$ cat config.mk
export PLATFORM = sky130hd
export DESIGN_NAME = data_stack_flat
export DESIGN_NICKNAME = d
export VERILOG_FILES = /design/src/rtl/data_stack_pkg.sv /design/src/rtl/data_stack_if.sv /design/src/rtl/data_stack_ram.sv /design/src/rtl/data_stack.sv /design/src/flat_wrapper.sv
export SDC_FILE = /design/constraint.sdc
export NUM_CORES = 1
export LEC_CHECK = 0
export CAP_MARGIN = 10
export CORE_UTILIZATION = 45
export CTS_CLUSTER_DIAMETER = 50
export DETAILED_ROUTE_END_ITERATION = 12
export DONT_BUFFER_PORTS = 1
export PLACE_DENSITY = 0.6
export SLEW_MARGIN = 0
export SYNTH_ARGS = -nofsm -noshare
export SYNTH_HDL_FRONTEND = slang
export SYNTH_SLANG_ARGS = --single-unit
$ cat constraint.sdc
create_clock -name clk -period 10.7 [get_ports clk]
set_clock_uncertainty 0.05 [all_clocks]
set_input_delay 0.535 -clock clk [delete_from_list [all_inputs] [get_ports clk]]
set_output_delay 0.535 -clock clk [all_outputs]
set_load 0.1 [all_outputs]
$ cat src/rtl/data_stack_pkg.sv
// Shared definitions for the operand stack: default word width and depth,
// the decoded stack operation type, and the strobe decode helper.
package data_stack_pkg;

    localparam int unsigned WORD_W      = 16;
    localparam int unsigned STACK_DEPTH = 16;

    typedef enum logic [2:0] {
        OpHold,
        OpPush,
        OpPop,
        OpLoad,
        OpReplace
    } stack_op_e;

    // push and pop together is a net replace; load_stk alone is a plain register write.
    // A pop with load_stk set is still OpPop (binary op); the load is applied inside it.
    function automatic stack_op_e decode_op(logic push, logic pop, logic load_stk);
        if (push && pop) return OpReplace;
        if (push)        return OpPush;
        if (pop)         return OpPop;
        if (load_stk)    return OpLoad;
        return OpHold;
    endfunction

endpackage

$ cat src/rtl/data_stack_if.sv
// Strobe and status bundle between the control unit and the operand stack.
//   master: drives pop/push/load_stk/wr_stk1/din/clr_err, observes stack state
//   slave : the stack itself
interface data_stack_if
    import data_stack_pkg::*;
#(
    parameter int unsigned DEPTH = STACK_DEPTH,
    parameter int unsigned WIDTH = WORD_W
);
    localparam int unsigned DW = $clog2(DEPTH + 1);

    logic             pop;
    logic             push;
    logic             load_stk;
    logic             wr_stk1;
    logic [WIDTH-1:0] din;
    logic             clr_err;
    logic [WIDTH-1:0] stk0;
    logic [WIDTH-1:0] stk1;
    logic [DW-1:0]    depth;
    logic             empty;
    logic             full;
    logic             ovf;
    logic             udf;

    modport master (
        output pop, push, load_stk, wr_stk1, din, clr_err,
        input  stk0, stk1, depth, empty, full, ovf, udf
    );

    modport slave (
        input  pop, push, load_stk, wr_stk1, din, clr_err,
        output stk0, stk1, depth, empty, full, ovf, udf
    );

endinterface

$ cat src/rtl/data_stack_ram.sv
// Spill storage for stack entries below stk0/stk1.
//   clk_i   : write clock
//   we_i    : write enable, waddr_i/wdata_i sampled on rising edge
//   raddr_i : asynchronous read address, rdata_o follows combinationally
// No reset: contents are don't-care until written.
module data_stack_ram #(
    parameter int unsigned Entries = 14,
    parameter int unsigned Width   = 16,
    parameter int unsigned Aw      = 4
) (
    input  logic             clk_i,
    input  logic             we_i,
    input  logic [Aw-1:0]    waddr_i,
    input  logic [Width-1:0] wdata_i,
    input  logic [Aw-1:0]    raddr_i,
    output logic [Width-1:0] rdata_o
);

    logic [Width-1:0] mem_q [Entries];

    always_ff @(posedge clk_i) begin
        if (we_i) begin
            mem_q[waddr_i] <= wdata_i;
        end
    end

    assign rdata_o = mem_q[raddr_i];

endmodule

$ cat src/rtl/data_stack.sv
// Operand stack for the stack CPU. stk0/stk1 live in registers and feed the ALU;
// deeper entries spill into data_stack_ram. Tracks depth and sticky ovf/udf flags.
//   clk, rst : clock, asynchronous active-high reset
//   bus_io   : strobes in (pop/push/load_stk/wr_stk1/din/clr_err),
//              state out (stk0/stk1/depth/empty/full/ovf/udf)
module data_stack
    import data_stack_pkg::*;
#(
    parameter int unsigned DEPTH = STACK_DEPTH,
    parameter int unsigned WIDTH = WORD_W
) (
    input logic         clk,
    input logic         rst,
    data_stack_if.slave bus_io
);

    localparam int unsigned DW = $clog2(DEPTH + 1);
    localparam int unsigned Entries = DEPTH - 2;
    localparam int unsigned AW = (Entries > 1) ? $clog2(Entries) : 1;

    logic [WIDTH-1:0] stk0_q, stk0_d;
    logic [WIDTH-1:0] stk1_q, stk1_d;
    logic [DW-1:0]    depth_q, depth_d;
    logic             ovf_q, ovf_d;
    logic             udf_q, udf_d;

    logic             ram_we;
    logic [AW-1:0]    ram_waddr;
    logic [AW-1:0]    ram_raddr;
    logic [WIDTH-1:0] ram_rdata;

    logic      is_empty, is_full, deep;
    stack_op_e op;

    assign is_empty = (depth_q == '0);
    assign is_full  = (depth_q == DW'(DEPTH));
    assign deep     = (depth_q >= DW'(3));
    assign op       = decode_op(bus_io.push, bus_io.pop, bus_io.load_stk);

    // Entry just below stk1 sits at depth-3; held at 0 when shallow so the
    // array is never addressed out of range.
    assign ram_raddr = deep ? AW'(depth_q - DW'(3)) : '0;

    always_comb begin
        stk0_d    = stk0_q;
        stk1_d    = stk1_q;
        depth_d   = depth_q;
        ovf_d     = ovf_q & ~bus_io.clr_err;
        udf_d     = udf_q & ~bus_io.clr_err;
        ram_we    = 1'b0;
        ram_waddr = '0;

        unique case (op)
            OpPush: begin
                stk1_d = stk0_q;
                if (bus_io.load_stk) stk0_d = bus_io.din;
                if (is_full) begin
                    // Spill array is already full: the entry leaving stk1 is dropped.
                    ovf_d = 1'b1;
                end else begin
                    depth_d = depth_q + DW'(1);
                    if (depth_q >= DW'(2)) begin
                        ram_we    = 1'b1;
                        ram_waddr = AW'(depth_q - DW'(2));
                    end
                end
            end
            OpPop: begin
                if (is_empty) begin
                    stk0_d = bus_io.load_stk ? bus_io.din : '0;
                    stk1_d = '0;
                    udf_d  = 1'b1;
                end else begin
                    stk0_d  = bus_io.load_stk ? bus_io.din : stk1_q;
                    stk1_d  = deep ? ram_rdata : '0;
                    depth_d = depth_q - DW'(1);
                end
            end
            OpLoad: begin
                if (bus_io.wr_stk1) stk1_d = bus_io.din;
                else                stk0_d = bus_io.din;
            end
            OpReplace: begin
                if (bus_io.load_stk) stk0_d = bus_io.din;
            end
            OpHold: begin
            end
            default: begin
            end
        endcase
    end

    always_ff @(posedge clk or posedge rst) begin
        if (rst) begin
            stk0_q  <= '0;
            stk1_q  <= '0;
            depth_q <= '0;
            ovf_q   <= 1'b0;
            udf_q   <= 1'b0;
        end else begin
            stk0_q  <= stk0_d;
            stk1_q  <= stk1_d;
            depth_q <= depth_d;
            ovf_q   <= ovf_d;
            udf_q   <= udf_d;
        end
    end

    data_stack_ram #(
        .Entries (Entries),
        .Width   (WIDTH),
        .Aw      (AW)
    ) u_ram (
        .clk_i   (clk),
        .we_i    (ram_we),
        .waddr_i (ram_waddr),
        .wdata_i (stk1_q),
        .raddr_i (ram_raddr),
        .rdata_o (ram_rdata)
    );

    assign bus_io.stk0  = stk0_q;
    assign bus_io.stk1  = stk1_q;
    assign bus_io.depth = depth_q;
    assign bus_io.empty = is_empty;
    assign bus_io.full  = is_full;
    assign bus_io.ovf   = ovf_q;
    assign bus_io.udf   = udf_q;

endmodule
$ cat src/flat_wrapper.sv
// flat-port wrapper written by rule: the top's interface ports become plain ports
module data_stack_flat import data_stack_pkg::*;
#(
    parameter int unsigned DEPTH = STACK_DEPTH,
    parameter int unsigned WIDTH = WORD_W
)
  (clk, rst, bus_io_pop, bus_io_push, bus_io_load_stk, bus_io_wr_stk1, bus_io_din, bus_io_clr_err, bus_io_stk0, bus_io_stk1, bus_io_depth, bus_io_empty, bus_io_full, bus_io_ovf, bus_io_udf);
  data_stack_if #(.DEPTH(DEPTH), .WIDTH(WIDTH)) bus_io_i ();
  input logic clk;
  input logic rst;
  input wire logic [$bits(bus_io_i.pop)-1:0] bus_io_pop;
  input wire logic [$bits(bus_io_i.push)-1:0] bus_io_push;
  input wire logic [$bits(bus_io_i.load_stk)-1:0] bus_io_load_stk;
  input wire logic [$bits(bus_io_i.wr_stk1)-1:0] bus_io_wr_stk1;
  input wire logic [$bits(bus_io_i.din)-1:0] bus_io_din;
  input wire logic [$bits(bus_io_i.clr_err)-1:0] bus_io_clr_err;
  output wire logic [$bits(bus_io_i.stk0)-1:0] bus_io_stk0;
  output wire logic [$bits(bus_io_i.stk1)-1:0] bus_io_stk1;
  output wire logic [$bits(bus_io_i.depth)-1:0] bus_io_depth;
  output wire logic [$bits(bus_io_i.empty)-1:0] bus_io_empty;
  output wire logic [$bits(bus_io_i.full)-1:0] bus_io_full;
  output wire logic [$bits(bus_io_i.ovf)-1:0] bus_io_ovf;
  output wire logic [$bits(bus_io_i.udf)-1:0] bus_io_udf;
  assign bus_io_i.pop = bus_io_pop;
  assign bus_io_i.push = bus_io_push;
  assign bus_io_i.load_stk = bus_io_load_stk;
  assign bus_io_i.wr_stk1 = bus_io_wr_stk1;
  assign bus_io_i.din = bus_io_din;
  assign bus_io_i.clr_err = bus_io_clr_err;
  assign bus_io_stk0 = bus_io_i.stk0;
  assign bus_io_stk1 = bus_io_i.stk1;
  assign bus_io_depth = bus_io_i.depth;
  assign bus_io_empty = bus_io_i.empty;
  assign bus_io_full = bus_io_i.full;
  assign bus_io_ovf = bus_io_i.ovf;
  assign bus_io_udf = bus_io_i.udf;
  data_stack #(.DEPTH(DEPTH), .WIDTH(WIDTH)) u_core (.clk(clk), .rst(rst), .bus_io(bus_io_i));
endmodule
==> metrics list, run 1 <==
- Result of the run: finished clean
* Drt initial violations: 808
- Worst-case headroom to the max-slew limit: 22.07%
* Data required time at the worst endpoint: 11,070 ps
* TritonRoute pass-1 iters: 5
* H-tree levels: 1
- The initial utilization of the core area, before any placement, comes to 46.31%.
- CP bufs+invs: 1
* Top flip-flop cell by instance count after synthesis: edfxtp_1
- Ranked by total cell area, the synthesized netlist is headed by edfxtp_1, dfrtp_1, mux2i_1, o221ai_1, a21oi_1.
* Area of the die: 0.02596 mm²
- For the worst setup path, the data arrival time is 4130 ps.
- Number of buffers inserted to repair setup after CTS: 0
- The synthesized netlist occupies a cell area of 0.01139 mm².
- In this run the power density over the cells is 340.0 mW/mm².
* Leakage: 4.491 nW
* Vias: 7,505
- Before CTS, the worst setup slack after placement is 6976 ps.
- Hold Buf Count CTS: 1
* Vertical extent of the die: 161.1 µm
- Synth Instances: 845
- Routed via count divided by cell count: 6.254
- Wire length of the first global-routing pass: 45.66 mm
- TritonCTS clock tree: built
- Largest net degree at the start of global routing: 59
* Hold Crit Depth: 1
* Least setup slack across all paths after layout: 6938 ps
- The worst path needs 3762 ps of the cycle, external delays included.
- Critical path's largest stage delay: 730 ps
* Fraction of final layout cells with drive strength greater than 1: 13.01%
- Crit start category: flip-flop
- Post-synth EDFFs: 224
- The number of cells on the worst reg-to-reg path is 7.
- The number of nets handed over by synthesis was 877.
- The via count of the first global-routing pass is 7,509.
- The region available for standard cell placement spans 0.02460 mm².
- Global router's overall resource usage: 23.33%
- In the post-synthesis netlist, the cell with the most instances is edfxtp_1.
- 64 I/O pins were placed.
* Port-buffer cells: 0
- Once detail routing completed, the nets flagged for antenna violations numbered 0.
- Post-CTS sizing: 0
- Cell-by-cell listing of the critical path: ha_1 -> or4_4 -> o21ai_2 -> buf_4 -> and3_1 -> o311ai_0 -> a221o_1
- The top cell type by area accounts for 59.03% of the synthesized area.
- Setup Crit Path Kind: flip-flop to flip-flop
- The final count of hold timing violations is 0.
- IR analysis of the VDD net gives a maximum drop of 0.2301 mV.
* Setup repair after global routing missed its margin: no
- Number of library cell types mapped by synthesis: 51
- After layout, the worst path uses 35.16% of the clock period.
- Post-layout total power: 0.004369 W
- Number of stages on the worst setup path: 7
- Summed over all layers, the global routing overflow is 0.
* FMAX: 265.8 MHz
- Crit path max fanout: 45
* Share of synthesized area occupied by flip-flops and latches: 67.60%
- Clk sinks: 263
* Measured slew at the worst slew-check pin: 1169 ps
* Post-synthesis register bit count: 263
- The cell family contributing the most delay on the critical path is compound AO/OA/AOI/OAI gates.
- In this run the worst hold path is classified as input pin to flip-flop.
- After routing, the total negative slack on setup checks comes to 0 ps.
- Number of cell rows: 57
- The biggest area contributor in the post-synthesis netlist is edfxtp_1.
- For this design, the slowest cell found on the critical path is or4_4.
* Global placer's final weighted congestion: 0.8588
- Filler Cell Count: 2,014
- For this run, the number of Yosys warnings is 0.
* TritonCTS buffer count: 29
- Syn avg cell area: 13.48 µm²
* Ys async rst share: 14.83%
- STA classifies the critical path endpoint as a flip-flop.
- Root buffer selected by CTS: clkbuf_16
* Area grow syn2layout: 12.78%
* Floorplan die width: 161.1 µm
- Number of diodes: 0
- Number of remaining DRC errors: 0
- Final hold slack: 42.01 ps
- Detail Placement HPWL: 18.91 mm
* Routed wirelength normalized by instance count: 25.13 µm
- Count of nets after finishing: 885
* Count of final setup violators: 0
- The later pin in the worst-skew pair is clocked with a latency of 540 ps.
- Clock Tree Buf Depth: 3
- Initial antenna violation count: 1
- Layout Cells excl Fill: 1,200
- The number of pins with negative max-slew slack in the final report came to 0.
- Reported max-cap violation count: 0
* Leading cell types by count after synthesis: edfxtp_1, clkbuf_1, nand2_1
- Clk pin slew, worst setup/hold paths: 60 ps
- The routed design has 30.15 mm of wire.
* # placed instances: 1,145
[kinds of logic after synthesis]
logic type / after synthesis / share of synthesized area [%]
AOI/OAI and AO/OA: 230 / 14.78
DFF: 263 / 67.60
buffers and inverters: 81 / 2.954
muxes: 42 / 3.799
xor gates and xnor gates: 4 / 0.3074
adders and majority gates: 9 / 1.054
and+or+nand+nor: 216 / 9.509
[placed cells by master, fill, tap and decap left out, drive strengths merged, types with 11 or more instances in the layout]
| master | instances |
|---|---|
| a221o | 16 |
| o311a | 14 |
| o31ai | 14 |
| buf | 46 |
| dfrtp | 39 |
| a211oi | 17 |
| nor2 | 41 |
| nand2 | 44 |
| o21ai | 40 |
| and2 | 11 |
| mux2i | 32 |
| inv | 11 |
| clkbuf | 40 |
| nand3 | 33 |
| a21oi | 43 |
| o221ai | 25 |
| and3 | 32 |
| nor3 | 25 |
| edfxtp | 224 |
[sequential cells by signal, indices dropped and copies added (netlist names)]
signal               count
u_core.bus_io.depth      5
u_core.bus_io.ovf        1
u_core.bus_io.stk0      16
u_core.bus_io.stk1      16
u_core.bus_io.udf        1
u_core.u_ram.mem_q     224
[routing by layer]
layer / global-route usage, % / vias up / share of wire (%)
met5: 0 / - / 0.030
met4: 7.633 / 2 / 2.6
met3: 6.138 / 48 / 8.8
met2: 36.07 / 332 / 46
met1: 32.11 / 3782 / 43
li1: - / 3341 / -
[worst register-to-register path, stage by stage (launching register included)]
cell	delay [ps]
dfrtp_4	650
ha_1	340
or4_4	730
o21ai_2	740
buf_4	390
and3_1	200
o311ai_0	160
a221o_1	390
[per-stage QoR]
step | utilization [%] | instance area, µm²
after floorplan | - | 11390
final | 52.23 | 12850
after global routing | 52.23 | 12850
after detailed placement | 48.30 | 11890
after CTS | 52.23 | 12850
after global placement | 48.30 | 11890
[final cells by class]
class | count | area (µm²) | area share (%)
Clock buffer | 40 | 797.0 | 6.202
Clock inverter | 14 | 158.9 | 1.236
Inverter | 11 | 41.29 | 0.3213
Multi-Input combinational cell | 501 | 3387 | 26.36
Sequential cell | 263 | 7706 | 59.96
Tap cell | 324 | 405.4 | 3.155
Timing Repair Buffer | 47 | 355.3 | 2.765
[worst paths after layout]
kind                       slack [ps]                   start                     end
setup / recovery                 6940  u_core.bus_io.depth[0]   u_core.bus_io.stk1[3]
min in group asynchronous         550                     rst  u_core.bus_io.stk0[11]
hold reg to reg                   530  u_core.bus_io.depth[1]  u_core.bus_io.depth[1]
max in group asynchronous        9600                     rst  u_core.bus_io.depth[0]
hold / removal                     40          bus_io_clr_err       u_core.bus_io.udf
setup reg to reg                 6940  u_core.bus_io.depth[0]   u_core.bus_io.stk1[3]
[power breakdown]
part / internal [W] / leakage [nW] / switching, W / total (W)
clock: 0.000593 / 0.455 / 0.000391 / 0.000984
sequential: 0.00135 / 2.52 / 0.000193 / 0.00154
combinational: 0.000529 / 1.52 / 0.00132 / 0.00184
total: 0.00247 / 4.49 / 0.00190 / 0.00437
(Power assumes the default switching activity.)
==> run 2, diff against run 1 <==
--- a/config.mk
+++ b/config.mk
@@ -10,7 +10,7 @@
 export CTS_CLUSTER_DIAMETER = 50
 export DETAILED_ROUTE_END_ITERATION = 12
 export DONT_BUFFER_PORTS = 1
-export PLACE_DENSITY = 0.6
+export PLACE_DENSITY = 0.62
 export SLEW_MARGIN = 0
 export SYNTH_ARGS = -nofsm -noshare
 export SYNTH_HDL_FRONTEND = slang
==> constraint.sdc (replaced) <==
create_clock -name clk -period 3.4 [get_ports clk]
set_clock_uncertainty 0.05 [all_clocks]
set_input_delay 0.17 -clock clk [delete_from_list [all_inputs] [get_ports clk]]
set_output_delay 0.17 -clock clk [all_outputs]
set_load 0.1 [all_outputs]
==> metrics list, run 2 (synthesis results as in run 1) <==
- Result of the run: finished clean
* Total negative slack: 0 ps
- The sequential cells in the finished layout cover a total of 0.007707 mm².
- Power spread over the standard cell area amounts to 1067 mW/mm².
* TritonCTS buffer count: 28
- Counting the fill cells in the layout gives 1,980.
- Remaining antenna violation count: 0
- Reported max-cap violation count: 0
- Most used routing layer in global routing: met2
- The worst setup path is captured at a flip-flop.
* Worst reg2reg path endpoint: u_core.bus_io.stk1[11]
- H-tree levels: 1
- Number of flip-flops in the largest register: 224
- Clk pin slew, worst setup/hold paths: 60 ps
* Routed via count divided by cell count: 6.249
* Area of the multi-input gates: 0.003391 mm²
* Root buffer selected by CTS: clkbuf_16
- Number of diodes: 0
- Max IR drop VDD: 1.384 mV
* Port-buffer cells: 0
- STA classifies the critical path startpoint as a flip-flop.
- Counting tap cells, the placed design contains a total of 1,161 instances.
- Endpoint arrival time on the critical path: 3350 ps
* Area grow syn2layout: 16.70%
* Area of the die: 0.02596 mm²
* Routing usage on met2: 35.66%
- Global routing consumed, on the met3 layer, 5.008% of the routing resources.
* Fraction of final layout cells with drive strength greater than 1: 14.93%
* Number of global-route vias before repair: 7,711
* Worst flop-to-flop path startpoint: u_core.bus_io.depth[0]
* Vias: 7,718
- Most common library cell in the layout ignoring fill and taps: edfxtp_1
- CP Launch Point: u_core.bus_io.depth[0]
- Post-layout total power: 0.01418 W
- Routed wirelength normalized by instance count: 24.15 µm
- In the layout the commonest cells are edfxtp_1, buf_4, nand2_1.
- The worst setup path is of the flip-flop to flip-flop kind.
- TritonCTS built the clock tree.
- Crit path max fanout: 41
* Vertical extent of the die: 161.1 µm
* Final worst path period need: 2985 ps
* Setup slack, reg-to-reg: 410 ps
- Measured in cells, the most critical reg-to-reg path has a length of 7.
* Count of endpoints failing hold in the final timing report: 0
- Detail Placement HPWL: 18.48 mm
* Total overflow reported by the global router: 0
* Largest net degree at the start of global routing: 129
- Source-to-sink clock delay at the later pin of the worst-skew pair: 540 ps
* Portion of the clock cycle consumed by the worst path in the final layout: 87.80%
* Number of pins exceeding their max-slew limit in the final report: 0
- Crit path to: u_core.bus_io.stk1[11]
- At the end of routability-driven placement, the weighted congestion stood at 0.8545.
* FMAX: 335.0 MHz
- In this run the static leakage power is 4.717 nW.
* Drt initial violations: 717
- In this run, post-CTS repair resized a total of 0 instances.
- Layout Cells excl Fill: 1,235
* Worst-case headroom to the max-slew limit: 33.98%
* Clock Tree Buf Depth: 3
- During I/O placement, the number of pins put on the boundary was 64.
* Setup repair after global routing missed its margin: no
- Data required time at the worst endpoint: 3760 ps
* Measured slew at the worst slew-check pin: 989.2 ps
- Number of cell rows: 57
- The first TritonRoute pass finished after 5 iterations.
- Initial antenna violation count: 2
* Core box area: 0.02460 mm²
- For this run, the post-layout net count is 921.
- Count of final setup violators: 0
* Floorplan die width: 161.1 µm
* Biggest register: u_core.u_ram.mem_q
* Global-route track usage on met1: 32.91%
- After detailed routing, the total wire length is 29.83 mm.
- The first global-routing pass estimated 46.18 mm of wire.
* Clk sinks: 263
* Number of remaining DRC errors: 0
- The worst hold path belongs to the class input pin to flip-flop.
- Global routing consumed, over all layers together, 23.23% of the routing resources.
* Initial cell density of the core: 46.31%
-- run 2: changes by cell type in the layout (fill, tap and decap cells not counted), moves of 2 or more --
cell / change
clkbuf_1: -5
clkbuf_8: -2
inv_8: +2
buf_12: +2
bufinv_16: +4
dlygate4sd3_1: +21
buf_4: +14
clkinv_2: +2
-- run 2: worst min path at each step --
stage / start / end / slack (ps) / cells after the start
2_1_floorplan: bus_io_clr_err / u_core.bus_io.ovf / 210 / 1
5_1_grt: bus_io_push / u_core.bus_io.stk1[15] / 20 / 3
3_3_place_gp: bus_io_clr_err / u_core.bus_io.ovf / 220 / 1
6_report: bus_io_din[8] / u_core.bus_io.stk1[8] / 30 / 4
3_5_place_dp: bus_io_clr_err / u_core.bus_io.udf / 230 / 1
4_1_cts: bus_io_load_stk / u_core.bus_io.stk0[6] / 6 / 4
-- run 2: report_power, final --
group,internal (W),switching [W],total (W),leakage (nW)
sequential,0.00424,0.000441,0.00468,2.52
combinational,0.00179,0.00432,0.00611,1.69
clock,0.00212,0.00127,0.00339,0.506
total,0.00815,0.00604,0.0142,4.72
-- run 2: cell type report --
cell class	count	area share [%]
flip-flops and latches	263	57.96
clock inverters	19	2.164
clock buffers	33	5.645
inverters	11	0.3387
multi-input cells	501	25.50
repair buffers	84	5.344
well taps	324	3.049
-- run 2: critical path, cell delays in order, from the launching register on --
cell	delay, ps
dfrtp_4	500
ha_1	260
or4_4	610
o21ai_2	200
buf_4	390
and3_1	230
o311ai_0	190
a221o_1	410
-- run 2: metal layers --
layer	routed length, µm	share of wire (%)
met2	13630	46
met5	9	0.030
met4	772	2.6
met1	12690	43
met3	2723	9.1
-- run 2: what timing repair did --
item,in CTS,in global routing
hold endpoints to repair,53,0
buffers inserted,0,0
hold buffers,22,0
-- run 2: per-stage QoR --
stage          hold slack (ps)  worst slack, ps  instance area (µm²)  utilization, %
2_1_floorplan            212.7            17.37                11420               -
3_3_place_gp             220.1            486.1                12040           48.93
3_5_place_dp             232.3            424.3                12040           48.93
4_1_cts                  6.150            410.6                13300           54.05
5_1_grt                  22.48            275.1                13300           54.05
6_report                 32.56            414.8                13300           54.05
==> run 3, diff against run 2 <==
--- a/config.mk
+++ b/config.mk
@@ -6,11 +6,11 @@
 export NUM_CORES = 1
 export LEC_CHECK = 0
 export CAP_MARGIN = 10
-export CORE_UTILIZATION = 45
+export CORE_UTILIZATION = 43
 export CTS_CLUSTER_DIAMETER = 50
 export DETAILED_ROUTE_END_ITERATION = 12
 export DONT_BUFFER_PORTS = 1
-export PLACE_DENSITY = 0.62
+export PLACE_DENSITY = 0.6
 export SLEW_MARGIN = 0
 export SYNTH_ARGS = -nofsm -noshare
 export SYNTH_HDL_FRONTEND = slang
==> metrics list, run 3 (synthesis results as in run 1) <==
- Result of the run: finished clean
- For the worst-skew pair, the clock arrives at the later sink with an insertion delay of 540 ps.
- In this run the vertical extent of the chip is 164.8 µm.
- Biggest register: u_core.u_ram.mem_q
- Count of endpoints failing hold in the final timing report: 0
- Of all nets on the critical path, the largest fanout is 19.
- TritonCTS clock tree: built
- The path class of the tightest hold or removal check is input pin to flip-flop.
- In this run the power density over the cells is 1072 mW/mm².
- Measured slew at the worst slew-check pin: 1132 ps
* Remaining antenna violation count: 0
- TritonCTS buffer count: 28
- By startpoint and endpoint, the worst setup path is classified as flip-flop to output pin.
* Clock Tree Buf Depth: 3
* # placed instances: 1,168
- Area of the die: 0.02715 mm²
- At the end of routability-driven placement, the weighted congestion stood at 0.8015.
* Routed via count divided by cell count: 6.118
- Global router's overall resource usage: 23.64%
- Post-CTS timing repair inserted 0 buffers for setup.
- Drt initial violations: 719
* Detail Placement HPWL: 18.29 mm
- After floorplanning, the core was divided into 59 placement rows.
- Setup violations remaining at the end of the flow were counted as 0.
- The library cells used most frequently in the layout, excluding fill and tap cells, are edfxtp_1, buf_4, nand2_1.
* Crit start category: flip-flop
* Hold Buf Count CTS: 22
- The net count of the finished layout is 917.
* Portion of the clock cycle consumed by the worst path in the final layout: 85.50%
- The number of antenna violations at the first check in global routing is 1.
- From synthesis to final layout, the design area changed by 16.55%.
* Leakage: 4.675 nW
- Core box area: 0.02606 mm²
* Endpoint arrival time on the critical path: 2690 ps
* Root buffer selected by CTS: clkbuf_16
- Measured against its own limit, the worst slew margin works out to 24.51%.
- Number of remaining DRC errors: 0
- After detailed routing, the average wire length per cell comes to 25.23 µm.
- For this run, the detailed router's first-pass iteration total came to 5.
- Reported max-cap violation count: 0
- Input and output buffers added on the ports amount to 0.
* Layout Cells excl Fill: 1,242
- Wire length of the first global-routing pass: 47.04 mm
- H-tree levels: 1
- In this run, post-CTS repair resized a total of 0 instances.
- The register with the most flip-flops in the layout has 224 of them.
* Initial cell density of the core: 43.73%
- Largest net degree at the start of global routing: 142
* Clk sinks: 263
- Setup repair after global routing missed its margin: no
- Data required time at the worst endpoint: 3180 ps
* Critical path endpoint category: output pin
- Floorplan die width: 164.8 µm
- Global routing finished with a remaining overflow of 0.
- Vias: 7,599
* Clk pin slew, worst setup/hold paths: 60 ps
- For the finished layout, the period the worst path requires is 2907 ps.
- In the final timing run, aggregate negative setup slack is 0 ps.
* Fraction of final layout cells with drive strength greater than 1: 14.66%
- Number of diodes: 0
- Summed over all layers, the routed wires come to 31.33 mm.
- During I/O placement, the number of pins put on the boundary was 64.
* Most common library cell in the layout ignoring fill and taps: edfxtp_1
* Filler Cell Count: 2,189
- Max IR drop VDD: 1.397 mV
* FMAX: 344.0 MHz
- Number of pins exceeding their max-slew limit in the final report: 0
* Number of global-route vias before repair: 7,408
## run 3: worst max-delay path, stage by stage, from the launching register on
cell and delay (ps):
dfrtp_2 460, inv_1 180, ha_1 200, or4b_2 850
clkinvlp_4 180, buf_4 290
## run 3: where the power goes
group	leakage, nW	switching, W	internal [W]
registers	2.52	0.000514	0.00424
logic	1.68	0.00434	0.00185
clock network	0.479	0.00126	0.00202
total	4.67	0.00612	0.00811
## run 3: cell type report
class / instances / area, µm² / area share (%)
Multi-Input combinational cell: 501 / 3393 / 25.55
Sequential cell: 263 / 7707 / 58.04
Clock buffer: 35 / 748.2 / 5.634
Timing Repair Buffer: 80 / 718.2 / 5.408
Inverter: 11 / 45.04 / 0.3392
Clock inverter: 17 / 249.0 / 1.875
Tap cell: 335 / 419.2 / 3.156
## run 3: worst paths after layout
| kind | endpoint | cells after the start | slack [ps] | from |
|---|---|---|---|---|
| max | bus_io_empty | 5 | 490 | u_core.bus_io.depth[1] |
| min | u_core.bus_io.stk1[3] | 3 | 20 | bus_io_din[3] |
| max reg2reg | u_core.bus_io.stk1[7] | 7 | 530 | u_core.bus_io.depth[0] |
| min reg2reg | u_core.u_ram.mem_q[12][5] | 0 | 550 | u_core.bus_io.stk1[5] |
| max in group asynchronous | u_core.bus_io.stk1[5] | 3 | 2460 | rst |
| min in group asynchronous | u_core.bus_io.stk1[10] | 2 | 30 | rst |
## run 3: through the flow
step	setup WS (ps)	hold slack (ps)	util, %	total power [W]	area (µm²)
floorplan	17.37	212.7	-	0.009001	11420
global placement	592.9	31.83	46.29	0.01091	12060
detailed placement	515.7	29.18	46.29	0.01095	12060
CTS	464.1	2.740	50.96	0.01425	13280
global route	382.5	33.18	50.96	0.01480	13280
finish	492.9	22.09	50.96	0.01423	13280
## run 3: layer usage
layer | track usage [%] | wire length [µm] | vias to the layer above
met3 | 4.571 | 2678 | 64
met1 | 34.22 | 13650 | 3777
met2 | 36.02 | 14190 | 347
li1 | - | - | 3409
met5 | 0 | 12 | -
met4 | 7.089 | 795 | 2
